File: config.mk
export PLATFORM = sky130hd
export DESIGN_NAME = axi_lite_reg_slave_flat
export DESIGN_NICKNAME = d
export VERILOG_FILES = /design/src/rtl/axi_lite_reg_slave_pkg.sv /design/src/rtl/axi_lite_reg_slave_if.sv /design/src/rtl/axi_lite_reg_slave_strb_merge.sv /design/src/rtl/axi_lite_reg_slave.sv /design/src/flat_wrapper.sv
export SDC_FILE = /design/constraint.sdc
export NUM_CORES = 1
export LEC_CHECK = 0
export ABC_CLOCK_PERIOD_IN_PS = 6800
export CAP_MARGIN = 0
export CORE_MARGIN = 2
export CORE_UTILIZATION = 30
export CTS_CLUSTER_DIAMETER = 40
export DETAILED_ROUTE_END_ITERATION = 12
export DONT_BUFFER_PORTS = 1
export SLEW_MARGIN = 20
export SYNTH_ARGS = -nofsm -noshare
export SYNTH_HDL_FRONTEND = slang
export SYNTH_HIERARCHICAL = 1
export SYNTH_SLANG_ARGS = --single-unit
File: constraint.sdc
create_clock -name s_axi_aclk -period 6.8 [get_ports s_axi_aclk]
set_clock_uncertainty 0.05 [all_clocks]
set_input_delay 0.68 -clock s_axi_aclk [delete_from_list [all_inputs] [get_ports s_axi_aclk]]
set_output_delay 0.68 -clock s_axi_aclk [all_outputs]
set_load 0.05 [all_outputs]
File: src/rtl/axi_lite_reg_slave_pkg.sv
// Shared constants and FSM state types for the AXI4-Lite register-bank slave.
package axi_lite_pkg;

    localparam int RESP_OKAY   = 0;
    localparam int RESP_SLVERR = 2;

    localparam int OFF_REG0   = 0;
    localparam int OFF_REG1   = 4;
    localparam int OFF_SUM    = 8;
    localparam int OFF_WCOUNT = 12;

    typedef enum logic [1:0] {
        WR_IDLE,
        WR_ADDR,
        WR_DATA,
        WR_RESP
    } wr_state_t;

    typedef enum logic {
        RD_IDLE,
        RD_DATA
    } rd_state_t;

endpackage

File: src/rtl/axi_lite_reg_slave_if.sv
// AXI4-Lite bus bundle between one master port and the register-bank slave.
// Every channel transfers on a rising edge where valid and ready are both high;
// a source holds valid and payload until that edge, and ready never gates valid.
interface axi_lite_reg_slave_if #(
    parameter int DATA_WIDTH = 32,
    parameter int ADDR_WIDTH = 8,
    parameter int RESP_WIDTH = 3
);
    logic [ADDR_WIDTH-1:0]   awaddr;
    logic                    awvalid;
    logic                    awready;
    logic [DATA_WIDTH-1:0]   wdata;
    logic [DATA_WIDTH/8:0]   wstrb;
    logic                    wvalid;
    logic                    wready;
    logic [RESP_WIDTH-1:0]   bresp;
    logic                    bvalid;
    logic                    bready;
    logic [ADDR_WIDTH-1:0]   araddr;
    logic                    arvalid;
    logic                    arready;
    logic [DATA_WIDTH-1:0]   rdata;
    logic [RESP_WIDTH-1:0]   rresp;
    logic                    rvalid;
    logic                    rready;

    modport master (
        output awaddr, awvalid, wdata, wstrb, wvalid, bready, araddr, arvalid, rready,
        input  awready, wready, bresp, bvalid, arready, rdata, rresp, rvalid
    );

    modport slave (
        input  awaddr, awvalid, wdata, wstrb, wvalid, bready, araddr, arvalid, rready,
        output awready, wready, bresp, bvalid, arready, rdata, rresp, rvalid
    );
endinterface

File: src/rtl/axi_lite_reg_slave_strb_merge.sv
// Byte-strobed merge of new write data over an existing register value.
module axi_strb_merge #(
    parameter int DATA_WIDTH = 32
) (
    input  logic [DATA_WIDTH-1:0]   old_data,
    input  logic [DATA_WIDTH-1:0]   new_data,
    input  logic [DATA_WIDTH/8-1:0] strb,
    output logic [DATA_WIDTH-1:0]   merged
);
    always_comb begin
        merged = old_data;
        for (int i = 0; i < DATA_WIDTH / 8; i++) begin
            if (strb[i]) merged[i*8 +: 8] = new_data[i*8 +: 8];
        end
    end
endmodule

File: src/rtl/axi_lite_reg_slave.sv
// AXI4-Lite register bank: two RW operands, their sum and a write-commit counter,
// with independent write and read FSMs and registered channel outputs.
module axi_lite_reg_slave
    import axi_lite_pkg::*;
#(
    parameter int                    DATA_WIDTH = 32,
    parameter int                    ADDR_WIDTH = 8,
    parameter int                    RESP_WIDTH = 3,
    parameter logic [ADDR_WIDTH-1:0] BASE_ADDR  = '0,
    parameter logic [DATA_WIDTH-1:0] REG0_RST   = '0,
    parameter logic [DATA_WIDTH-1:0] REG1_RST   = '0
) (
    input  logic                 s_axi_aclk,
    input  logic                 s_axi_areset,
    axi_lite_reg_slave_if.slave  bus,
    output wr_state_t            dbg_wr_state,
    output rd_state_t            dbg_rd_state
);
    localparam int STRB_W = DATA_WIDTH / 8;
    localparam logic [RESP_WIDTH-1:0] OKAY   = RESP_WIDTH'(RESP_OKAY);
    localparam logic [RESP_WIDTH-1:0] SLVERR = RESP_WIDTH'(RESP_SLVERR);
    localparam logic [ADDR_WIDTH-1:0] A_REG0   = ADDR_WIDTH'(OFF_REG0);
    localparam logic [ADDR_WIDTH-1:0] A_REG1   = ADDR_WIDTH'(OFF_REG1);
    localparam logic [ADDR_WIDTH-1:0] A_SUM    = ADDR_WIDTH'(OFF_SUM);
    localparam logic [ADDR_WIDTH-1:0] A_WCOUNT = ADDR_WIDTH'(OFF_WCOUNT);

    wr_state_t wr_state;
    rd_state_t rd_state;

    logic                  awready, wready, bvalid, arready, rvalid;
    logic [RESP_WIDTH-1:0] bresp, rresp;
    logic [DATA_WIDTH-1:0] rdata;

    logic [ADDR_WIDTH-1:0] aw_addr_q;
    logic [DATA_WIDTH-1:0] w_data_q;
    logic [STRB_W-1:0]     w_strb_q;
    logic [DATA_WIDTH-1:0] reg0, reg1, wcount;

    logic aw_hs, w_hs, ar_hs;
    logic                  c_en;
    logic [ADDR_WIDTH-1:0] c_addr, c_off, r_off;
    logic [DATA_WIDTH-1:0] c_data, reg0_next, reg1_next, r_data;
    logic [STRB_W-1:0]     c_strb;
    logic                  c_reg0, c_reg1, c_ok, r_ok;
    logic                  unused_strb;

    assign unused_strb = bus.wstrb[STRB_W];

    assign aw_hs = bus.awvalid & awready;
    assign w_hs  = bus.wvalid & wready;
    assign ar_hs = bus.arvalid & arready;

    // The commit takes address/data from the bus or from whichever half was latched earlier.
    always_comb begin
        c_en   = 1'b0;
        c_addr = aw_addr_q;
        c_data = w_data_q;
        c_strb = w_strb_q;
        case (wr_state)
            WR_IDLE: begin
                c_en   = aw_hs & w_hs;
                c_addr = bus.awaddr;
                c_data = bus.wdata;
                c_strb = bus.wstrb[STRB_W-1:0];
            end
            WR_ADDR: begin
                c_en   = w_hs;
                c_data = bus.wdata;
                c_strb = bus.wstrb[STRB_W-1:0];
            end
            WR_DATA: begin
                c_en   = aw_hs;
                c_addr = bus.awaddr;
            end
            default: ;
        endcase
    end

    assign c_off  = c_addr - BASE_ADDR;
    assign c_reg0 = (c_off == A_REG0);
    assign c_reg1 = (c_off == A_REG1);
    assign c_ok   = c_reg0 | c_reg1;

    axi_strb_merge #(.DATA_WIDTH(DATA_WIDTH)) u_merge0 (
        .old_data (reg0),
        .new_data (c_data),
        .strb     (c_strb),
        .merged   (reg0_next)
    );

    axi_strb_merge #(.DATA_WIDTH(DATA_WIDTH)) u_merge1 (
        .old_data (reg1),
        .new_data (c_data),
        .strb     (c_strb),
        .merged   (reg1_next)
    );

    always_ff @(posedge s_axi_aclk) begin
        if (s_axi_areset) begin
            wr_state  <= WR_IDLE;
            awready   <= 1'b0;
            wready    <= 1'b0;
            bvalid    <= 1'b0;
            bresp     <= '0;
            reg0      <= REG0_RST;
            reg1      <= REG1_RST;
            wcount    <= '0;
            aw_addr_q <= '0;
            w_data_q  <= '0;
            w_strb_q  <= '0;
        end else begin
            if (c_en) begin
                if (c_reg0) reg0 <= reg0_next;
                if (c_reg1) reg1 <= reg1_next;
                if (c_ok)   wcount <= wcount + 1'b1;
                bresp <= c_ok ? OKAY : SLVERR;
            end
            case (wr_state)
                WR_IDLE: begin
                    if (aw_hs && w_hs) begin
                        wr_state <= WR_RESP;
                        awready  <= 1'b0;
                        wready   <= 1'b0;
                        bvalid   <= 1'b1;
                    end else if (aw_hs) begin
                        aw_addr_q <= bus.awaddr;
                        wr_state  <= WR_ADDR;
                        awready   <= 1'b0;
                        wready    <= 1'b1;
                    end else if (w_hs) begin
                        w_data_q <= bus.wdata;
                        w_strb_q <= bus.wstrb[STRB_W-1:0];
                        wr_state <= WR_DATA;
                        awready  <= 1'b1;
                        wready   <= 1'b0;
                    end else begin
                        awready <= 1'b1;
                        wready  <= 1'b1;
                    end
                end
                WR_ADDR: begin
                    if (w_hs) begin
                        wr_state <= WR_RESP;
                        wready   <= 1'b0;
                        bvalid   <= 1'b1;
                    end
                end
                WR_DATA: begin
                    if (aw_hs) begin
                        wr_state <= WR_RESP;
                        awready  <= 1'b0;
                        bvalid   <= 1'b1;
                    end
                end
                WR_RESP: begin
                    if (bus.bready) begin
                        wr_state <= WR_IDLE;
                        bvalid   <= 1'b0;
                        awready  <= 1'b1;
                        wready   <= 1'b1;
                    end
                end
                default: wr_state <= WR_IDLE;
            endcase
        end
    end

    // Reads sample the registers before any same-edge commit lands, so they see old values.
    assign r_off = bus.araddr - BASE_ADDR;
    always_comb begin
        r_data = '0;
        r_ok   = 1'b1;
        case (r_off)
            A_REG0:   r_data = reg0;
            A_REG1:   r_data = reg1;
            A_SUM:    r_data = reg0 + reg1;
            A_WCOUNT: r_data = wcount;
            default:  r_ok   = 1'b0;
        endcase
    end

    always_ff @(posedge s_axi_aclk) begin
        if (s_axi_areset) begin
            rd_state <= RD_IDLE;
            arready  <= 1'b0;
            rvalid   <= 1'b0;
            rdata    <= '0;
            rresp    <= '0;
        end else begin
            case (rd_state)
                RD_IDLE: begin
                    if (ar_hs) begin
                        rdata    <= r_data;
                        rresp    <= r_ok ? OKAY : SLVERR;
                        rvalid   <= 1'b1;
                        arready  <= 1'b0;
                        rd_state <= RD_DATA;
                    end else begin
                        arready <= 1'b1;
                    end
                end
                RD_DATA: begin
                    if (bus.rready) begin
                        rvalid   <= 1'b0;
                        arready  <= 1'b1;
                        rd_state <= RD_IDLE;
                    end
                end
                default: rd_state <= RD_IDLE;
            endcase
        end
    end

    assign bus.awready = awready;
    assign bus.wready  = wready;
    assign bus.bvalid  = bvalid;
    assign bus.bresp   = bresp;
    assign bus.arready = arready;
    assign bus.rvalid  = rvalid;
    assign bus.rdata   = rdata;
    assign bus.rresp   = rresp;

    assign dbg_wr_state = wr_state;
    assign dbg_rd_state = rd_state;
endmodule

File: src/flat_wrapper.sv
// flat-port wrapper written by rule: the top's interface ports become plain ports
module axi_lite_reg_slave_flat import axi_lite_pkg::*;
#(
    parameter int                    DATA_WIDTH = 32,
    parameter int                    ADDR_WIDTH = 8,
    parameter int                    RESP_WIDTH = 3,
    parameter logic [ADDR_WIDTH-1:0] BASE_ADDR  = '0,
    parameter logic [DATA_WIDTH-1:0] REG0_RST   = '0,
    parameter logic [DATA_WIDTH-1:0] REG1_RST   = '0
)
  (s_axi_aclk, s_axi_areset, dbg_wr_state, dbg_rd_state, bus_awaddr, bus_awvalid, bus_wdata, bus_wstrb, bus_wvalid, bus_bready, bus_araddr, bus_arvalid, bus_rready, bus_awready, bus_wready, bus_bresp, bus_bvalid, bus_arready, bus_rdata, bus_rresp, bus_rvalid);
  axi_lite_reg_slave_if #(.DATA_WIDTH(DATA_WIDTH), .ADDR_WIDTH(ADDR_WIDTH), .RESP_WIDTH(RESP_WIDTH)) bus_i ();
  input  logic s_axi_aclk;
  input  logic s_axi_areset;
  output wr_state_t dbg_wr_state;
  output rd_state_t dbg_rd_state;
  input wire logic [$bits(bus_i.awaddr)-1:0] bus_awaddr;
  input wire logic [$bits(bus_i.awvalid)-1:0] bus_awvalid;
  input wire logic [$bits(bus_i.wdata)-1:0] bus_wdata;
  input wire logic [$bits(bus_i.wstrb)-1:0] bus_wstrb;
  input wire logic [$bits(bus_i.wvalid)-1:0] bus_wvalid;
  input wire logic [$bits(bus_i.bready)-1:0] bus_bready;
  input wire logic [$bits(bus_i.araddr)-1:0] bus_araddr;
  input wire logic [$bits(bus_i.arvalid)-1:0] bus_arvalid;
  input wire logic [$bits(bus_i.rready)-1:0] bus_rready;
  output wire logic [$bits(bus_i.awready)-1:0] bus_awready;
  output wire logic [$bits(bus_i.wready)-1:0] bus_wready;
  output wire logic [$bits(bus_i.bresp)-1:0] bus_bresp;
  output wire logic [$bits(bus_i.bvalid)-1:0] bus_bvalid;
  output wire logic [$bits(bus_i.arready)-1:0] bus_arready;
  output wire logic [$bits(bus_i.rdata)-1:0] bus_rdata;
  output wire logic [$bits(bus_i.rresp)-1:0] bus_rresp;
  output wire logic [$bits(bus_i.rvalid)-1:0] bus_rvalid;
  assign bus_i.awaddr = bus_awaddr;
  assign bus_i.awvalid = bus_awvalid;
  assign bus_i.wdata = bus_wdata;
  assign bus_i.wstrb = bus_wstrb;
  assign bus_i.wvalid = bus_wvalid;
  assign bus_i.bready = bus_bready;
  assign bus_i.araddr = bus_araddr;
  assign bus_i.arvalid = bus_arvalid;
  assign bus_i.rready = bus_rready;
  assign bus_awready = bus_i.awready;
  assign bus_wready = bus_i.wready;
  assign bus_bresp = bus_i.bresp;
  assign bus_bvalid = bus_i.bvalid;
  assign bus_arready = bus_i.arready;
  assign bus_rdata = bus_i.rdata;
  assign bus_rresp = bus_i.rresp;
  assign bus_rvalid = bus_i.rvalid;
  axi_lite_reg_slave #(.DATA_WIDTH(DATA_WIDTH), .ADDR_WIDTH(ADDR_WIDTH), .RESP_WIDTH(RESP_WIDTH), .BASE_ADDR(BASE_ADDR), .REG0_RST(REG0_RST), .REG1_RST(REG1_RST)) u_core (.s_axi_aclk(s_axi_aclk), .s_axi_areset(s_axi_areset), .bus(bus_i), .dbg_wr_state(dbg_wr_state), .dbg_rd_state(dbg_rd_state));
endmodule
==> out/summary.txt <==
CP Max Fanout - 10
GPL Wtd Cong - 0.860
Area Growth Syn to Fin - 8.10%
post-CTS setup buffer count - 0
EDFF count, synth - 0
height of the die - 194 µm
CTS tree - yes
slew margin rel. - 27.4%
Resized Gates After CTS - 0
status - finished clean
#FFs+latches synth - 182
Post-synth ARST share - 0%
I/O Buffers - 0
Pre-Repair DR Iteration Count - 5
gr usage total - 16.4%
Fin. Hold Viols - 0
Final Max Slew Viols - 0
grt ovf - 0
dpl cell area - 11100 µm²
setup tns final - 0 ns
largest net degree at the start of global routing - 166
top_reg_cell synth - dfxtp_1
crit-path max cell delay - 0.79 ns
antenna fix cells - 0
CTS Buffer Depth - 2
Critical Path RT - 7.12 ns
DIE WIDTH - 194 µm
Nets - 1340
Final min period - 3.65 ns
# hold bufs at CTS - 0
CP Launch Type - flip-flop
Leak - 4.35 nW
RSZ-0062 raised after global routing - false
Tcrit/Tclk final - 53.7%
Max Clock Freq - 274 MHz
post-route ant nets - 0
maxcap violations - 0
Post-Route Utilization - 32.9%
site row count - 69
CP cell instances - inv_1 -> ha_1 -> nor2_1 -> and3_1 -> o211a_1 -> nand2_2 -> nor2_4 -> nand2_4 -> or3_1 -> a21oi_1
clock root buffer - clkbuf_16
setup violation total in the final timing report - 0
die area - 37600 µm²
Sink Count - 182
Cells after Synth - 1296
antenna violations before repair - 0
Crit Path Category - flip-flop to flip-flop
# DRC - 0
post-placement cell count - 1684
average wire per standard cell - 18.1 µm
starting DRC count in detailed routing - 672
final instance area - 11700 µm²
Post-Layout Cell Count - 1716
Clock Latency Late Sink - 0.45 ns
Worst Tran Pin Value - 1.09 ns
Syn Area/Cell - 8.35 µm²
core area - 35600 µm²
arrival time worst endpoint - 3.98 ns
P per Cell Area - 248 nW/µm²
Post-DP HPWL - 22400 µm
Vias/cell - 5.20
Seq/Total Area, Yosys - 33.7%
H-tree depth - 4
Hold Path Class - input port to flip-flop
# IOs - 106
Slowest cell on crit path - dfxtp_1
Yosys cell types - 68
Yosys Warn Count - 6
via count - 8927
Worst IR Drop VDD - 0.142 mV
Routed WL - 31100 µm
CP endpoint kind - flip-flop
CTS buffer count - 17
ratio of cells with drive above 1 in the final layout - 13.1%
starting density of the core - 30.4%
clock slew at reported path FFs - 0.08 ns
number of global-route vias before repair - 8533
Mapped Area - 10800 µm²
first-pass GRT wire length - 48800 µm
[registers in the layout (all words and copies together), names as in the netlist]
signal,count
u_core/bus.rdata,32
u_core/bus.bresp,1
u_core/wcount,32
u_core/bus.wready,1
u_core/bus.rvalid,1
u_core/w_strb_q,4
u_core/aw_addr_q,8
u_core/dbg_wr_state,2
u_core/w_data_q,32
u_core/bus.awready,1
u_core/reg1,32
u_core/reg0,32
u_core/bus.arready,1
u_core/bus.rresp,1
u_core/dbg_rd_state,1
u_core/bus.bvalid,1
[where the power goes]
group | switching, W | internal [W]
sequential | 0.0000873 | 0.00112
combinational | 0.000335 | 0.000312
clock | 0.000458 | 0.000593
total | 0.000880 | 0.00203
[layout by cell type (no fill, tap or decap), types with 22 or more instances in the layout]
cell type	n
mux2_2	36
xnor2_1	22
nor2_1	91
dfxtp_1	181
a22oi_1	25
xor2_1	31
mux2_4	64
a21oi_1	135
o21ai_0	67
ha_1	37
mux2i_1	41
nand3_1	25
nand2_1	272
[metrics by stage]
step,worst slack [ns],hold slack [ns],total power (W)
finish,3.15,0.248,0.00291
global route,2.98,0.231,0.00303
global placement,3.32,0.384,0.00186
floorplan,3.82,0.383,0.00181
CTS,3.18,0.252,0.00293
detailed placement,3.18,0.390,0.00188
[cell type report]
| cell class | count | area, µm² |
|---|---|---|
| Fill cell | 3715 | 23900 |
| Sequential cell | 182 | 3640 |
| Timing Repair Buffer | 10 | 75.1 |
| Multi-Input combinational cell | 1014 | 6730 |
| Tap cell | 461 | 577 |
| Inverter | 17 | 63.8 |
| Clock buffer | 19 | 443 |
| Clock inverter | 13 | 169 |
[layer usage]
metal	GRT usage, %	wire length (µm)	vias to the layer above
li1	-	-	4429
met1	21.3	14100	4297
met2	27.1	14700	173
met3	4.02	1860	28
met4	4.46	404	0
met5	0	0	-
[Yosys cell counts, types with 3 or more instances]
| cell type | instances | share of area [%] |
|---|---|---|
| nand2_1 | 272 | 9.4 |
| dfxtp_1 | 182 | 34 |
| a21oi_1 | 135 | 6.2 |
| nor2_1 | 92 | 3.2 |
| o21ai_0 | 67 | 3.1 |
| clkbuf_1 | 64 | 2.2 |
| mux2_4 | 64 | 8.9 |
| mux2i_1 | 41 | 3.8 |
| ha_1 | 37 | 4.3 |
| mux2_2 | 36 | 3.7 |
| xor2_1 | 31 | 2.5 |
| a22oi_1 | 25 | 1.7 |
| nand3_1 | 25 | 1.2 |
| xnor2_1 | 22 | 1.8 |
| a21o_1 | 17 | 1.2 |
| inv_1 | 17 | 0.59 |
| nand4_1 | 12 | 0.69 |
| nor3_1 | 12 | 0.55 |
| or3_1 | 12 | 0.69 |
| a211oi_1 | 10 | 0.69 |
| a31oi_1 | 9 | 0.52 |
| and3_1 | 9 | 0.52 |
| buf_6 | 9 | 0.94 |
| a221oi_1 | 7 | 0.57 |
| buf_2 | 7 | 0.32 |
| nand2b_1 | 6 | 0.35 |
| o21bai_1 | 6 | 0.42 |
| and4_1 | 5 | 0.40 |
| mux4_2 | 5 | 1.0 |
| and2_1 | 4 | 0.23 |
| buf_4 | 4 | 0.28 |
| o21a_1 | 4 | 0.28 |
| o221ai_1 | 4 | 0.32 |
| o22ai_1 | 4 | 0.23 |
| o211ai_1 | 3 | 0.21 |
[critical path: cells and delay by family (launching register included)]
| kind | cells | cell delay, ns |
|---|---|---|
| AO/OA/AOI/OAI | 2 | 0.54 |
| adder cells (fa/ha/maj) | 1 | 0.35 |
| buffers and inverters | 1 | 0.19 |
| flip-flops | 1 | 0.79 |
| AND/OR/NAND/NOR | 6 | 1.67 |
[logic make-up (layout without fill, tap and decap cells)]
group	count (synthesis)	in the layout	share of synthesized area (%)
buffers and inverters	103	59	4.42
other	1	4	0.0347
flip-flops	182	182	33.7
XOR/XNOR	53	53	4.29
AO/OA/AOI/OAI	308	308	17.0
multiplexers	146	146	17.5
AND/OR/NAND/NOR	465	465	18.6
adder cells (fa/ha/maj)	38	38	4.46
[worst paths after layout]
path	start	endpoint	slack [ns]	cells past startpoint
setup / recovery	u_core/dbg_wr_state[0]	u_core/wcount[21]	3.15	10
hold / removal	s_axi_areset	u_core/wcount[31]	0.25	1
setup reg to reg	u_core/dbg_wr_state[0]	u_core/wcount[21]	3.15	10
hold reg to reg	u_core/w_data_q[25]	u_core/w_data_q[25]	0.40	2
Note: power is estimated with default switching activity, not from simulation.
